[src/rtl/riviera_pkg.sv]
// Shared pipeline types: the EX->MEM->WB instruction record and memory access sizes.
package riviera_pkg;

    localparam int XLEN = 64;
    localparam int ALEN = 5;

    typedef enum logic [1:0] {MEM_B, MEM_H, MEM_W, MEM_D} mem_size_t;

    typedef struct packed {
        logic            is_valid;
        logic            mem_rd_en;
        logic            mem_wr_en;
        mem_size_t       mem_size;
        logic            mem_unsigned;
        logic [XLEN-1:0] alu_result;
        logic [XLEN-1:0] store_data;
        logic            rf_wr_en;
        logic [ALEN-1:0] rf_wr_addr;
        logic [XLEN-1:0] rf_wr_data;
        logic            misaligned;
    } interconnection_struct;

endpackage

[src/rtl/mem_lsu_align.sv]
// Lane alignment for the data port: byte enables, store-data shift,
// misalignment detection and load-data extraction with sign/zero extension.
module mem_lsu_align
    import riviera_pkg::*;
(
    input  logic [2:0]      addr_lo_i,
    input  mem_size_t       size_i,
    input  logic            unsigned_i,
    input  logic [XLEN-1:0] store_data_i,
    input  logic [XLEN-1:0] rdata_i,
    output logic [7:0]      be_o,
    output logic [XLEN-1:0] wdata_o,
    output logic            misaligned_o,
    output logic [XLEN-1:0] load_data_o
);

    logic [3:0]      nbytes;
    logic [5:0]      shamt;
    logic [XLEN-1:0] shifted;

    assign shamt   = {addr_lo_i, 3'b000};
    assign wdata_o = store_data_i << shamt;
    assign shifted = rdata_i >> shamt;

    always_comb begin
        nbytes       = 4'd1;
        misaligned_o = 1'b0;
        case (size_i)
            MEM_B: begin nbytes = 4'd1; misaligned_o = 1'b0; end
            MEM_H: begin nbytes = 4'd2; misaligned_o = addr_lo_i[0]; end
            MEM_W: begin nbytes = 4'd4; misaligned_o = |addr_lo_i[1:0]; end
            MEM_D: begin nbytes = 4'd8; misaligned_o = |addr_lo_i; end
            default: begin nbytes = 4'd1; misaligned_o = 1'b0; end
        endcase
    end

    // A lane is enabled when it falls inside [offset, offset+size); lanes past 7 drop off.
    generate
        for (genvar gi = 0; gi < 8; gi++) begin : g_be
            assign be_o[gi] = (4'(gi) >= {1'b0, addr_lo_i}) &&
                              (4'(gi) < ({1'b0, addr_lo_i} + nbytes));
        end
    endgenerate

    always_comb begin
        load_data_o = shifted;
        case (size_i)
            MEM_B: load_data_o = {{56{~unsigned_i & shifted[7]}},  shifted[7:0]};
            MEM_H: load_data_o = {{48{~unsigned_i & shifted[15]}}, shifted[15:0]};
            MEM_W: load_data_o = {{32{~unsigned_i & shifted[31]}}, shifted[31:0]};
            MEM_D: load_data_o = shifted;
            default: load_data_o = shifted;
        endcase
    end

endmodule

[src/rtl/mem_stage.sv]
// Memory-access pipeline stage: one outstanding load/store on a req/gnt/rvalid port,
// single-cycle pass-through for non-memory and misaligned instructions.
module mem_stage
    import riviera_pkg::*;
#(
    parameter int CNT_W = 32
) (
    input  logic                 clk,
    input  logic                 rst_n,
    input  interconnection_struct i_ex2mem,
    output logic                 o_mem_ready,
    output logic [ALEN-1:0]      o_mem_rd,
    output logic                 o_dmem_req,
    output logic                 o_dmem_we,
    output logic [XLEN-1:0]      o_dmem_addr,
    output logic [7:0]           o_dmem_be,
    output logic [XLEN-1:0]      o_dmem_wdata,
    input  logic                 i_dmem_gnt,
    input  logic                 i_dmem_rvalid,
    input  logic [XLEN-1:0]      i_dmem_rdata,
    output interconnection_struct o_mem2wb,
    output logic [CNT_W-1:0]     o_stall_cycles
);

    typedef enum logic [1:0] {IDLE, REQ, WAIT} mem_state_t;

    mem_state_t            state_q;
    interconnection_struct hold_q;
    interconnection_struct wb_q;
    interconnection_struct load_done;
    logic [CNT_W-1:0]      stall_q, stall_d;

    logic [2:0]      acc_addr_lo;
    mem_size_t       acc_size;
    logic            acc_unsigned;
    logic [XLEN-1:0] acc_store_data;
    logic            misaligned;
    logic [XLEN-1:0] load_data;

    // IDLE only needs the alignment check on the incoming op; busy states need lanes of the held op.
    always_comb begin
        if (state_q == IDLE) begin
            acc_addr_lo    = i_ex2mem.alu_result[2:0];
            acc_size       = i_ex2mem.mem_size;
            acc_unsigned   = i_ex2mem.mem_unsigned;
            acc_store_data = i_ex2mem.store_data;
        end else begin
            acc_addr_lo    = hold_q.alu_result[2:0];
            acc_size       = hold_q.mem_size;
            acc_unsigned   = hold_q.mem_unsigned;
            acc_store_data = hold_q.store_data;
        end
    end

    mem_lsu_align u_align (
        .addr_lo_i    (acc_addr_lo),
        .size_i       (acc_size),
        .unsigned_i   (acc_unsigned),
        .store_data_i (acc_store_data),
        .rdata_i      (i_dmem_rdata),
        .be_o         (o_dmem_be),
        .wdata_o      (o_dmem_wdata),
        .misaligned_o (misaligned),
        .load_data_o  (load_data)
    );

    always_comb begin
        load_done            = hold_q;
        load_done.rf_wr_data = load_data;
    end

    always_comb begin
        stall_d = stall_q;
        if (state_q != IDLE && stall_q != '1) begin
            stall_d = stall_q + 1'b1;
        end
    end

    always_ff @(posedge clk or negedge rst_n) begin
        if (!rst_n) begin
            state_q <= IDLE;
            hold_q  <= '0;
            wb_q    <= '0;
            stall_q <= '0;
        end else begin
            stall_q <= stall_d;
            wb_q    <= '0;
            case (state_q)
                IDLE: begin
                    if (i_ex2mem.is_valid) begin
                        if (!(i_ex2mem.mem_rd_en || i_ex2mem.mem_wr_en)) begin
                            wb_q <= i_ex2mem;
                        end else if (misaligned) begin
                            wb_q            <= i_ex2mem;
                            wb_q.misaligned <= 1'b1;
                            wb_q.rf_wr_en   <= 1'b0;
                        end else begin
                            hold_q  <= i_ex2mem;
                            state_q <= REQ;
                        end
                    end
                end
                REQ: begin
                    if (i_dmem_gnt) begin
                        if (hold_q.mem_wr_en) begin
                            wb_q    <= hold_q;
                            state_q <= IDLE;
                        end else if (i_dmem_rvalid) begin
                            wb_q    <= load_done;
                            state_q <= IDLE;
                        end else begin
                            state_q <= WAIT;
                        end
                    end
                end
                WAIT: begin
                    if (i_dmem_rvalid) begin
                        wb_q    <= load_done;
                        state_q <= IDLE;
                    end
                end
                default: state_q <= IDLE;
            endcase
        end
    end

    assign o_mem_ready    = (state_q == IDLE);
    assign o_dmem_req     = (state_q == REQ);
    assign o_dmem_we      = hold_q.mem_wr_en;
    assign o_dmem_addr    = {hold_q.alu_result[XLEN-1:3], 3'b000};
    assign o_mem_rd       = (state_q != IDLE && hold_q.mem_rd_en && !hold_q.mem_wr_en && hold_q.rf_wr_en)
                            ? hold_q.rf_wr_addr : '0;
    assign o_mem2wb       = wb_q;
    assign o_stall_cycles = stall_q;

endmodule

[config.mk]
export PLATFORM = sky130hd
export DESIGN_NAME = mem_stage
export DESIGN_NICKNAME = d
export VERILOG_FILES = /design/src/rtl/riviera_pkg.sv /design/src/rtl/mem_lsu_align.sv /design/src/rtl/mem_stage.sv
export SDC_FILE = /design/constraint.sdc
export NUM_CORES = 1
export LEC_CHECK = 0
export CAP_MARGIN = 10
export CORE_AREA = 2 2 254 256
export DETAILED_ROUTE_END_ITERATION = 10
export DIE_AREA = 0 0 256 258
export PLACE_DENSITY = 0.7
export SETUP_SLACK_MARGIN = 0.15
export SLEW_MARGIN = 25
export SYNTH_ARGS = -nofsm -noshare
export SYNTH_HDL_FRONTEND = slang
export SYNTH_SLANG_ARGS = --single-unit
export TNS_END_PERCENT = 1
[constraint.sdc]
create_clock -name clk -period 4.6 [get_ports clk]
set_clock_uncertainty 0.05 [all_clocks]
set_input_delay 0.46 -clock clk [delete_from_list [all_inputs] [get_ports clk]]
set_output_delay 0.46 -clock clk [all_outputs]
set_load 0.05 [all_outputs]
==> impl_results.md <==
* Outcome: completed
* Worst endpoint required time at 4.09 ns
* Port bufs at 650
* Max Cap Viol at 0
* Clock slew at reported path FFs at 0.06 ns
* Worst VDD drop at 841 uV
* Die Wd at 256 microns
* Hold WC Path Type: flop to flop
* Cell row count at 93
* Fin Setup TNS at 0 ns
* # setup viols final at 0
* CTS buffer count at 51
* Initial core utilization at 36.1%
* Gr usage total at 28.2%
* Layout cell share with drive strength beyond 1 at 13.1%
* Buf+Inv Stages, Crit Path at 3
* Setup crit start kind: flop
* Layout overhead on the synthesized area at 40.4%
* Final WL at 96200 microns
* Worst setup path end: o_dmem_wdata[34]
* DRC at 0
* Final-report hold violation count at 0
* Worst path depth at 8
* Top Family by Delay on Critical Path: buffers and inverters
* Syn Inst Count at 2147
* Die Y at 258 microns
* Reg power frac at 23.4%
* Synth Flop Type: dfrtp_1
* Mapped cell area at 23000 sq um
* Core area at 63600 sq um
* Nets@finish at 2943
* RD Place Congestion at 0.980
* Clock sink count at 444
* Ys async rst share at 100%
* RSZ-0062 raised after global routing: yes
* Post-synthesis average cell area at 10.7 sq um
* CP Launch Point: state_q[0]
* Critical Path AT at 3.89 ns
* Slew @ Worst Pin at 1.01 ns
* P_int at 14.4 mW
* Pwr dens at 901 nW/um^2
* Net Switching at 14.6 mW
* Non-Filler Instances at 3567
* DR vias/cell at 5.81
* Reg2reg start: state_q[0]
* Fmax at 0.227 GHz
* Dominant cell type by area after synthesis: dfrtp_1
* FF/Latch Area at 11100 sq um
* Most common cell in the netlist: dfrtp_1
* CTS tree: done
* Remaining antenna violation count at 0
* Clock latency on the worst-skew pair at 0.59 ns
* Number of I/O pins at 654
* Part of the power in the clock network at 14.2%
* Main area contributors after synthesis: dfrtp_1 (48%), mux2_2 (5.3%), a22o_1 (5.3%)
* Starting DRT DRC Count at 2490
* Min Clock Period, post-route at 4.40 ns
* Critical-path top delay cell: buf_4
* Worst setup EP type: output port
* Slew headroom at 32.9%
* FF-to-FF setup slack at 0.95 ns
* Worst r2r dst: o_mem2wb[23]
* H-tree levels at 2
* First-pass DRT Iterations at 6
* Area of the multi-input gates at 10600 sq um
* Die area at 66000 sq um
* Critical path cell sequence: or2_4, inv_2, buf_4, mux2i_1, nor2_1, a21oi_1, o21ai_0, buf_12
* WL/cell at 27.0 microns
* Max stage delay on crit path at 0.65 ns
* CP Max Fanout at 65
* Post-DP HPWL at 68600 microns
* Crit Path Class: flop to output port
* WL met1 at 36600 microns
* Synth warn at 0
* Final Core Density at 50.7%
* Gr ovfl total at 0
* Count of different cell masters after synthesis at 67
* First-pass GRT wire length at 141000 microns
* Yosys reg bits at 444
* Comb power frac at 62.4%
* Worst reg2reg path depth at 10
* Vias in the first global route at 21100
* Clock Tree Buf Depth at 3
* Root Buffer: clkbuf_16
* Largest net degree at the start of global routing at 134
* DP Cell Count at 3460
* Vias at 20700
* DR top layer: met5
* Met2 routed WL at 46800 microns
* Antenna violations before repair at 13
* Most frequent cells after synthesis: dfrtp_1 (444), a21oi_1 (140), a22o_1 (140)
* Crit share post-route at 95.7%
* Wire length on met3 at 8470 microns
* Post-synth EDFFs at 0
* Leakage at 13.3 nW
* # fillers at 5567
* Sw Ratio at 50.4%
* Post-synthesis sequential area ratio at 48.4%
* Synth top area share at 48.4%
* Fin. max-slew vios at 0
==> state kept, by name, indices dropped and copies added, names as in the netlist <==
register	flops
o_mem2wb	205
state_q	2
o_stall_cycles	32
o_dmem_addr	61
o_dmem_we	1
hold_q	143
==> cell usage in the layout (no fill, tap or decap), drive strengths merged, types with 3 or more instances in the layout <==
| cell type | count |
|---|---|
| and2 | 12 |
| a2111oi | 4 |
| o21ai | 158 |
| a21oi | 140 |
| a31oi | 12 |
| a221o | 9 |
| clkinvlp | 4 |
| diode | 7 |
| a221oi | 11 |
| or2 | 5 |
| dfrtp | 444 |
| conb | 3 |
| a22oi | 62 |
| xnor2 | 25 |
| nand4 | 10 |
| nor2 | 86 |
| xor2 | 7 |
| o2bb2ai | 4 |
| a21o | 36 |
| o211ai | 8 |
| nand3 | 28 |
| mux2 | 209 |
| nor3 | 29 |
| clkdlybuf4s50 | 584 |
| clkbuf | 74 |
| ha | 4 |
| and4 | 5 |
| nor2b | 51 |
| nand2b | 12 |
| o21a | 3 |
| inv | 19 |
| o22ai | 4 |
| buf | 124 |
| a22o | 140 |
| a211oi | 95 |
| and3 | 3 |
| nand2 | 116 |
| mux2i | 121 |
| a32oi | 7 |
| clkinv | 12 |
==> worst min-delay path by stage <==
stage,start,end,slack (ns),depth (start not counted)
floorplan,rst_n,hold_q[0],0.11,0
global placement,hold_q[0],o_mem2wb[0],0.40,2
detailed placement,hold_q[204],hold_q[204],0.40,1
CTS,i_ex2mem[3],hold_q[3],0.40,3
global route,i_ex2mem[32],hold_q[32],0.42,3
finish,hold_q[204],hold_q[204],0.41,1
==> power by group through the flow <==
stage / Sequential (mW) / Clock (mW) / Combinational [mW]
floorplan: 9.23 / 0 / 8.50
global placement: 6.75 / 0 / 17.8
detailed placement: 6.82 / 0 / 17.9
CTS: 6.78 / 4.21 / 18.0
global route: 6.97 / 4.35 / 18.8
finish: 6.79 / 4.14 / 18.1
==> what timing repair did <==
action / in CTS / in global routing
gates resized for setup: 3 / 1
hold endpoints to repair: 84 / 0
setup endpoints to repair: 8 / 9
buffers inserted: 0 / 5
hold buffers: 1 / 0
pin swaps: 0 / 2
==> layout make-up <==
class | count | area share [%]
clock inverter | 19 | 0.516
sequential | 444 | 34.5
timing repair buffer | 709 | 23.8
multi-input combinational | 1441 | 32.9
tap | 855 | 3.32
inverter | 18 | 0.210
clock buffer | 74 | 4.73
antenna | 7 | 0.0543
==> per-stage QoR <==
stage / power (mW) / worst slack (ns) / instance area, sq um / hold slack (ns)
final: 29.0 / 0.197 / 32200 / 0.415
after global routing: 30.1 / 0.139 / 32200 / 0.424
after CTS: 29.0 / 0.0928 / 32100 / 0.404
after detailed placement: 24.7 / 0.355 / 30400 / 0.403
after global placement: 24.5 / 0.421 / 30400 / 0.397
after floorplan: 17.7 / 0.0820 / 23000 / 0.114
==> worst reg2reg max path, cell delays in order (launching register included) <==
cell and delay, ns:
dfrtp_2 0.51, or2_4 0.33, inv_2 0.14, buf_4 0.65
nand2_1 0.12, nand2_1 0.18, a221oi_2 0.13, nor2_4 0.15
buf_4 0.71, a22oi_1 0.24, o21ai_0 0.27
==> cells by family (layout without fill, tap and decap cells) <==
family / Yosys count / count (layout) / share of synthesized area [%]
compound gates: 704 / 704 / 20.8
xor+xnor: 32 / 32 / 1.22
flops: 444 / 444 / 48.4
other cells: 1 / 10 / 0.0163
mux: 330 / 330 / 15.6
fa+ha+maj: 5 / 5 / 0.305
buf+inv: 264 / 820 / 5.97
simple gates: 367 / 367 / 7.68
==> routing by layer <==
| layer | global-route usage [%] | up-vias |
|---|---|---|
| met1 | 34.2 | 10400 |
| met3 | 7.35 | 242 |
| met2 | 47.6 | 1205 |
| met4 | 11.7 | 14 |
| met5 | 0 | - |
| li1 | - | 8908 |
(Power assumes the default switching activity.)
